==> config.mk <==
export PLATFORM = sky130hd
export DESIGN_NAME = tx_4ask_source
export DESIGN_NICKNAME = d
export VERILOG_FILES = /design/src/rtl/tx_rx_pkg.sv /design/src/rtl/lfsr_2step.sv /design/src/rtl/tx_4ask_source.sv
export SDC_FILE = /design/constraint.sdc
export NUM_CORES = 1
export LEC_CHECK = 0
export ABC_AREA = 0
export CORE_UTILIZATION = 43
export DETAILED_ROUTE_END_ITERATION = 7
export REMOVE_ABC_BUFFERS = 1
export SLEW_MARGIN = 20
export SYNTH_ARGS = -nofsm -noshare
export SYNTH_HDL_FRONTEND = slang
export SYNTH_SLANG_ARGS = --single-unit
==> constraint.sdc <==
create_clock -name sys_clk -period 5.3 [get_ports sys_clk]
set_input_delay 1.06 -clock sys_clk [delete_from_list [all_inputs] [get_ports sys_clk]]
set_output_delay 1.06 -clock sys_clk [all_outputs]
set_load 0.005 [all_outputs]
==> src/rtl/tx_rx_pkg.sv <==
// Shared 4-ASK definitions for the transmit source and the receiver slicer/mapper:
// level constants, Gray map, phase width and LFSR taps.
package tx_rx_pkg;

    localparam int unsigned PHASE_W    = 4;
    localparam int unsigned LFSR_W     = 22;
    // Fibonacci taps for x^22 + x^21 + 1 (bit indices of a left-shifting register)
    localparam int unsigned LFSR_TAP_A = 21;
    localparam int unsigned LFSR_TAP_B = 20;
    localparam int unsigned SAMPLE_W   = 18;
    localparam int unsigned SCALE_W    = 3;

    // 1s17 levels: 0.25 and 0.75 of full scale
    localparam logic signed [SAMPLE_W-1:0] LEVEL_INNER = 18'sd32768;
    localparam logic signed [SAMPLE_W-1:0] LEVEL_OUTER = 18'sd98304;

    typedef enum logic [1:0] {
        GRAY_NEG_OUTER = 2'b00,
        GRAY_NEG_INNER = 2'b01,
        GRAY_POS_INNER = 2'b11,
        GRAY_POS_OUTER = 2'b10
    } gray_sym_t;

    // Gray bits to signed amplitude; adjacent levels differ in one bit
    function automatic logic signed [SAMPLE_W-1:0] gray_to_level(input logic [1:0] bits);
        logic signed [SAMPLE_W-1:0] level;
        case (gray_sym_t'(bits))
            GRAY_NEG_OUTER: level = -LEVEL_OUTER;
            GRAY_NEG_INNER: level = -LEVEL_INNER;
            GRAY_POS_INNER: level = LEVEL_INNER;
            default:        level = LEVEL_OUTER;
        endcase
        return level;
    endfunction

    // One Fibonacci step: shift left, feedback enters at bit 0
    function automatic logic [LFSR_W-1:0] lfsr_next(input logic [LFSR_W-1:0] s);
        return {s[LFSR_W-2:0], s[LFSR_TAP_A] ^ s[LFSR_TAP_B]};
    endfunction

endpackage

==> src/rtl/lfsr_2step.sv <==
// 22-bit Fibonacci LFSR advancing two steps per request, with all-zero lock-up guard.
module lfsr_2step import tx_rx_pkg::*; #(
    parameter logic [LFSR_W-1:0] SEED = '1
) (
    input  logic       clk,
    input  logic       reset,
    input  logic       step,
    output logic [1:0] next_bits_c
);

    logic [LFSR_W-1:0] state;
    logic [LFSR_W-1:0] one_step;
    logic [LFSR_W-1:0] two_step;

    // Two chained steps; the bits shifted out are the top bit before each step
    always_comb begin
        one_step    = lfsr_next(state);
        two_step    = lfsr_next(one_step);
        next_bits_c = {state[LFSR_TAP_A], one_step[LFSR_TAP_A]};
    end

    // State register: reset/lock-up reload take priority over stepping
    always_ff @(posedge clk) begin
        if (!reset) begin
            state <= SEED;
        end else if (state == '0) begin
            state <= SEED;
        end else if (step) begin
            state <= two_step;
        end
    end

endmodule

==> src/rtl/tx_4ask_source.sv <==
// 4-ASK symbol source: phase/enable pulse generation, LFSR symbol bits, Gray
// mapping with scale shift, and block counting.
// Build option: define TX_ZERO_STUFF_EN for zero-stuffed upsampling by 4;
// otherwise each symbol value is held for all four samples.
module tx_4ask_source import tx_rx_pkg::*; #(
    parameter logic [LFSR_W-1:0] LFSR_SEED = 22'h3FFFFF,
    parameter int unsigned       SYM_CNT_W = 20
) (
    input  logic                       sys_clk,
    input  logic                       reset,
    input  logic                       enable,
    input  logic [SCALE_W-1:0]         scale,
    output logic                       sam_clk_en,
    output logic                       sym_clk_en,
    output logic [1:0]                 sym_bits,
    output logic signed [SAMPLE_W-1:0] x_out,
    output logic                       block_done
);

    localparam logic [PHASE_W-1:0]   PHASE_LAST = '1;
    localparam logic [SYM_CNT_W-1:0] CNT_LAST   = '1;

    logic [PHASE_W-1:0]   phase;
    logic [SYM_CNT_W-1:0] sym_cnt;
    // Pending flags carry a sample/symbol boundary across an enable-low freeze
    logic                 sam_pend;
    logic                 sym_pend;
    logic [1:0]           next_bits;
    logic                 sam_edge;
    logic                 sym_edge;

    lfsr_2step #(
        .SEED (LFSR_SEED)
    ) u_lfsr (
        .clk         (sys_clk),
        .reset       (reset),
        .step        (enable && sym_pend),
        .next_bits_c (next_bits)
    );

    // Boundary decode from the current phase
    always_comb begin
        sam_edge = (phase[1:0] == 2'b11);
        sym_edge = (phase == PHASE_LAST);
    end

    // Phase, pulses, block count and sample output; everything holds while disabled
    always_ff @(posedge sys_clk) begin
        if (!reset) begin
            phase      <= '0;
            sym_cnt    <= '0;
            sam_pend   <= 1'b0;
            sym_pend   <= 1'b0;
            sam_clk_en <= 1'b0;
            sym_clk_en <= 1'b0;
            block_done <= 1'b0;
            sym_bits   <= 2'b00;
            x_out      <= '0;
        end else if (enable) begin
            phase      <= phase + PHASE_W'(1);
            sam_pend   <= sam_edge;
            sym_pend   <= sym_edge;
            sam_clk_en <= sam_edge;
            sym_clk_en <= sym_edge;
            block_done <= sym_edge && (sym_cnt == CNT_LAST);
            if (sym_edge) begin
                sym_cnt <= sym_cnt + SYM_CNT_W'(1);
            end
            if (sym_pend) begin
                sym_bits <= next_bits;
                x_out    <= gray_to_level(next_bits) >>> scale;
            end
`ifdef TX_ZERO_STUFF_EN
            else if (sam_pend) begin
                x_out <= '0;
            end
`endif
        end else begin
            sam_clk_en <= 1'b0;
            sym_clk_en <= 1'b0;
            block_done <= 1'b0;
        end
    end

endmodule
==> impl_metrics.csv, run 1 <==
group,metric,value,unit
cells_and_area,final_cell_mix,"nand2_1 (67), dfxtp_1 (62), nand3_1 (26)",
logic_synthesis,yosys.area.top_type,"dfxtp_1",
cts,post_cts_buffers,0,
global_routing,grt_pass1_vias,1782,
timing,setup_tns,0,ps
logic_synthesis,synthArstFlopShare,0,
drt,wire_per_inst,11.96,um
setup_path,arrival,3470,ps
cts,cts_tree,"done",
floorplan,initial_utilization,0.4446,
logic_synthesis,synth-adder-area-share,0.01901,
timing,setup_viol,0,
cells_and_area,antenna_cells,0,
logic_synthesis,ys_seq_area_frac,0.4715,
global_routing,antenna_found_initial,0,
cells_and_area,final_core_util,0.5080,
floorplan,rows,28,
logic_synthesis,synth-xor-area-share,0.04325,
setup_path,cp-end-kind,"flop",
logic_synthesis,syn-instance-count,318,
power,power_frac_comb,0.029,
cts,clk_path_buf_depth,2,
setup_path,critPathSlowestCell,"clkdlybuf4s50_1",
logic_synthesis,synth_edf_count,0,
drt,dr.first_iter.drc_count,59,
logic_synthesis,ys_seq_elements,62,
floorplan,pin_count,29,
placed_design,place_congestion,0.7933,
power,p_leak,1.222,nW
setup_path,path_max_fanout,30,
cells_and_area,syn2layout_area_growth,14.26,%
timing,rsz0062_at_grt,"false",
setup_path,critPathLaunchType,"input pin",
drt,wirelength,4929,um
job,drv_cap,0,
floorplan,die-area,0.006439,mm2
logic_synthesis,synth_flop_cell,"dfxtp_1",
power,clkPwrFrac,0.419,
power,p_seq_frac,0.552,
timing,layout_min_cycle_time,3284,ps
timing,slew_headroom,0.3244,
drt,drc_errors,0,
hold_path,worstHoldStart,"sym_cnt[19]$_SDFFE_PN0P_",
drt,vias_per_cell,5.051,
power,switchingPower,0.0001811,W
drt,via_count,2081,
cts,htree_levels,3,
logic_synthesis,ys.warnings.count,0,
global_routing,grt_pass1_wl,7969,um
floorplan,coreArea,0.005921,mm2
placed_design,port_buffers,20,
logic_synthesis,ys_top_cells_by_area,"dfxtp_1 (47%), nand2_1 (9.6%), nand3_1 (4.9%), a21oi_1 (3.4%), nor2_1 (3.3%)",
timing,skew,6.895,ps
timing,fin_crit_sh,0.6196,
logic_synthesis,synth_cell_types,39,
hold_path,hold_path.class,"flop to flop",
floorplan,die_x,80.25,um
timing,hold_viol_final,0,
global_routing,grt.overflow.total,0,
placed_design,dp.final_hpwl,3225,um
cts,cts-root-buf,"clkbuf_8",
logic_synthesis,synthSimpleGateAreaFrac,0.2956,
cts,numCtsBuffers,9,
logic_synthesis,netlist_area,0.002633,mm2
cells_and_area,layout_commonest_cell,"nand2_1",
setup_path,worstPathRequired,5490,ps
timing,worst_pin_slew,1004,ps
setup_path,worstSetupPathType,"input pin to flop",
cells_and_area,nets,343,
floorplan,fp.dieH,80.25,um
setup_path,crit_start,"reset",
setup_path,slowest_delay,770,ps
power,peakVddDrop,190.2,uV
cts,path_clk_slew,60,ps
power,power.internal,0.0006690,W
timing,slew_viol_final,0,
power,power_density,282.6,mW/mm2
logic_synthesis,synth_mux_area_frac,0.02281,
logic_synthesis,synth_area_per_cell,8.278,um2
cts,post_cts_resized,0,
setup_path,r2r_start,"phase[0]$_SDFFE_PN0P_",
drt,antenna_left,0,
cts,insertion_delay,330,ps
logic_synthesis,synth_top_family_by_area,"simple AND/OR/NAND/NOR gates",
cts,postCtsHoldBufs,0,
drt,dr.pass1.iters,4,
run_status,status,"finished clean",
power,swShare,0.2130,
setup_path,crit_path_cell_trace,"clkdlybuf4s50_1 -> inv_1 -> a31oi_1 -> buf_4 -> o211ai_1",
cts,cts.sinks,62,
global_routing,track_usage,0.1641,
logic_synthesis,synth_compound_area_frac,0.09030,
logic_synthesis,yosysTopAreaCellShare,0.4715,
cells_and_area,drive_gt1_frac,0.05935,
timing,max_freq,304.5,MHz
global_routing,grt_start_max_net_pins,36,
synthesized netlist by cell type (all sizes together) (6+ instances only):
cell type  instances
nand2             68
dfxtp             62
nand3             27
nor2              23
a21oi             18
clkbuf            14
buf               11
o21ai             10
nand4              9
nor4               8
xnor2              8
nand2b             7
mux2i              6
or3                6
layer usage:
metal  wire (um)  vias to the layer above  track usage
li1            -                     1104            -
met1        2394                      944       0.1971
met2        2321                       31       0.2632
met3         184                        2      0.07273
met4          29                        0      0.04821
met5           0                        -            0
stage by stage:
stage / instances / total power (W) / hold slack (ps) / area (um2) / setup slack [ps]
2_1_floorplan: 300 / 0.0004922 / 427.2 / 2530 / 2709
3_3_place_gp: 397 / 0.0005038 / 435.6 / 2839 / 1671
3_5_place_dp: 397 / 0.0005043 / 448.8 / 2839 / 1617
4_1_cts: 412 / 0.0008666 / 458.2 / 3007 / 1959
5_1_grt: 412 / 0.0008905 / 478.4 / 3008 / 1736
6_report: 412 / 0.0008500 / 454.3 / 3008 / 2016
power by group through the flow:
stage | registers [W] | clock network [W] | logic (W)
2_1_floorplan | 0.000479 | 0 | 0.0000130
3_3_place_gp | 0.000479 | 0 | 0.0000244
3_5_place_dp | 0.000480 | 0 | 0.0000248
4_1_cts | 0.000469 | 0.000372 | 0.0000251
5_1_grt | 0.000469 | 0.000393 | 0.0000286
6_report | 0.000469 | 0.000356 | 0.0000247
registers in the layout, summed over array words and instances, names as in the netlist:
| name | flops |
|---|---|
| x_out | 10 |
| sam_clk_en | 1 |
| phase | 4 |
| block_done | 1 |
| sym_cnt | 20 |
| sym_clk_en | 1 |
| sym_bits | 2 |
| u_lfsr.state | 22 |
| sym_pend | 1 |
worst max-delay path, delay by kind of cell:
kind	cells	cell delay, ps
compound gates	2	760
buf+inv	3	1630
final timing paths:
path / endpoint / slack, ps / cells past startpoint
setup reg to reg: sym_cnt[11]$_SDFFE_PN0P_ / 2990 / 5
hold / removal: block_done$_SDFF_PN0_ / 450 / 2
hold reg to reg: block_done$_SDFF_PN0_ / 450 / 2
setup / recovery: u_lfsr.state[21]$_SDFFE_PP1P_ / 2020 / 5
cell type report:
cell class | instances | area, um2
Fill cell | 579 | 2913
Timing Repair Buffer | 22 | 215.2
Clock buffer | 14 | 162.7
Tap cell | 75 | 93.84
Multi-Input combinational cell | 233 | 1271
Sequential cell | 62 | 1241
Clock inverter | 1 | 5.005
Inverter | 5 | 18.77
logic make-up after synthesis:
kind of cell,count (synthesis)
compound gates,40
xor+xnor,13
fa+ha+maj,4
buf+inv,30
flops,62
mux,6
other cells,1
simple gates,162
Note: power is estimated with default switching activity, not from simulation.
==> run 2: changes to the inputs <==
--- a/config.mk
+++ b/config.mk
@@ -8,6 +8,7 @@
 export ABC_AREA = 0
 export CORE_UTILIZATION = 43
 export DETAILED_ROUTE_END_ITERATION = 7
+export PLACE_DENSITY = 0.66
 export REMOVE_ABC_BUFFERS = 1
 export SLEW_MARGIN = 20
 export SYNTH_ARGS = -nofsm -noshare
==> constraint.sdc (replaced) <==
create_clock -name sys_clk -period 2.95 [get_ports sys_clk]
set_input_delay 0.59 -clock sys_clk [delete_from_list [all_inputs] [get_ports sys_clk]]
set_output_delay 0.59 -clock sys_clk [all_outputs]
set_load 0.005 [all_outputs]
==> run 2 against run 1 <==
  * Hold slack lost 2.0 ps
  * Sequential share of layout area shrank 0.77 points
  * Cell count grew 1.5%
  * First-iteration DRC count grew 25%
  * Wire length rose by 2.3%
  * Largest power group unchanged
  * Global-route usage grew 1.8 points
  * Combinational power is 98% higher
  * Sequential cell count is the same
==> impl_metrics.csv, run 2 (synthesis gave the netlist of run 1 again) <==
group,metric,value,unit
setup_path,path_max_fanout,7,
floorplan,rows,28,
cells_and_area,layout_commonest_cell,"nand2_1",
floorplan,initial_utilization,0.4446,
setup_path,cp-end-kind,"flop",
cts,clk_path_buf_depth,2,
power,peakVddDrop,268.6,uV
cts,cts.sinks,62,
setup_path,arrival,2270,ps
global_routing,grt_use_met3,0.07159,
cells_and_area,largest_register_ffs,22,
power,power_density,506.1,mW/mm2
global_routing,gr-usage-met1,0.2211,
global_routing,grt_pass1_vias,1959,
hold_path,hold_path.class,"flop to flop",
floorplan,die-area,0.006439,mm2
cts,path_clk_slew,60,ps
timing,rsz0062_at_grt,"false",
cells_and_area,nets,350,
timing,setup_ws,935.8,ps
timing,slew_viol_final,0,
cts,numCtsBuffers,9,
cells_and_area,antenna_cells,0,
drt,drc_errors,0,
cts,insertion_delay,330,ps
drt,via_count,2136,
setup_path,worstPathRequired,3210,ps
drt,wirelength,5041,um
placed_design,dp.final_hpwl,3384,um
placed_design,port_buffers,20,
global_routing,grt-busiest-layer,"met2",
cts,cts-root-buf,"clkbuf_8",
cts,htree_levels,3,
setup_path,crit_family,"simple AND/OR/NAND/NOR gates",
run_status,status,"finished clean",
global_routing,grt.overflow.total,0,
floorplan,pin_count,29,
global_routing,grt_pass1_wl,8935,um
cts,postCtsHoldBufs,0,
drt,antenna_left,0,
cts,post_cts_resized,0,
global_routing,grt_start_max_net_pins,36,
cts,cts_tree,"done",
drt,vias_per_cell,5.110,
floorplan,coreArea,0.005921,mm2
cells_and_area,reg_top3,"u_lfsr.state (22), sym_cnt (20), x_out (10)",
timing,skew,6.919,ps
global_routing,antenna_found_initial,0,
timing,setup_tns,0,ps
cells_and_area,syn2layout_area_growth,16.44,%
cells_and_area,max_flop_register,"u_lfsr.state",
setup_path,crit_path_cell_trace,"clkdlybuf4s50_1 -> nand4_2 -> or4_1 -> or3_1 -> a21oi_1",
timing,fin_crit_sh,0.6828,
placed_design,place_congestion,0.7472,
setup_path,critPathSlowestCell,"or4_1",
setup_path,slowest_delay,590,ps
drt,dr.first_iter.drc_count,74,
setup_path,worst-path-buf-inv,1,
power,p_leak,1.260,nW
placed_design,place_ws,596.4,ps
global_routing,track_usage,0.1824,
timing,hold_viol_final,0,
cts,post_cts_buffers,0,
floorplan,fp.dieH,80.25,um
drt,wire_per_inst,12.06,um
timing,max_freq,496.5,MHz
floorplan,die_x,80.25,um
job,drv_cap,0,
drt,dr.pass1.iters,4,
setup_path,critPathLaunchType,"input pin",
cells_and_area,final_cell_mix,"nand2_1 (67), dfxtp_1 (62), nand3_1 (26)",
timing,setup_viol,0,
global_routing,grt_util_met2,0.2923,
timing,layout_min_cycle_time,2014,ps
cells_and_area,drive_gt1_frac,0.07872,
setup_path,worstSetupPathType,"input pin to flop",
[run 2: through the flow]
step | total power, W | instances | util | hold slack (ps) | instance area [um2]
2_1_floorplan | 0.0008843 | 300 | - | 427.2 | 2530
3_3_place_gp | 0.0009099 | 404 | 0.4884 | 439.8 | 2892
3_5_place_dp | 0.0009107 | 404 | 0.4884 | 445.4 | 2892
4_1_cts | 0.001571 | 418 | 0.5178 | 455.6 | 3065
5_1_grt | 0.001620 | 418 | 0.5178 | 464.4 | 3065
6_report | 0.001551 | 418 | 0.5178 | 452.4 | 3065
[run 2: final timing paths]
kind,startpoint,to,slack (ps),depth (start not counted)
max reg2reg,sym_cnt[0]$_SDFFE_PN0P_,sym_cnt[14]$_SDFFE_PN0P_,1060,5
min,x_out[9]$_SDFFE_PN0P_,x_out[9]$_SDFFE_PN0P_,450,2
min reg2reg,x_out[9]$_SDFFE_PN0P_,x_out[9]$_SDFFE_PN0P_,450,2
max,enable,sym_cnt[14]$_SDFFE_PN0P_,940,5
[run 2: worst reg2reg max path, cell delays in order (launching register included)]
cell,delay [ps]
dfxtp_1,370
ha_1,220
nand3_2,120
or4_1,620
or3_1,340
a21oi_1,150
[run 2: power breakdown]
part,total (W),internal (W),switching (W)
combinational,0.0000490,0.0000191,0.0000299
clock,0.000659,0.000363,0.000296
sequential,0.000843,0.000840,0.00000259
total,0.00155,0.00122,0.000329
[run 2: per-layer routing]
| layer | part of all wire | up-vias |
|---|---|---|
| met5 | 0 | - |
| met4 | 0.0079 | 0 |
| met3 | 0.034 | 5 |
| met2 | 0.47 | 27 |
| met1 | 0.49 | 986 |
| li1 | - | 1118 |
[run 2: final cells by class]
cell class                 count  area, um2
fill                         577       2855
multi-input combinational    233       1270
sequential                    62       1241
timing repair buffer          29      267.8
clock buffer                  13      168.9
tap                           75      93.84
inverter                       5      18.77
clock inverter                 1      5.005
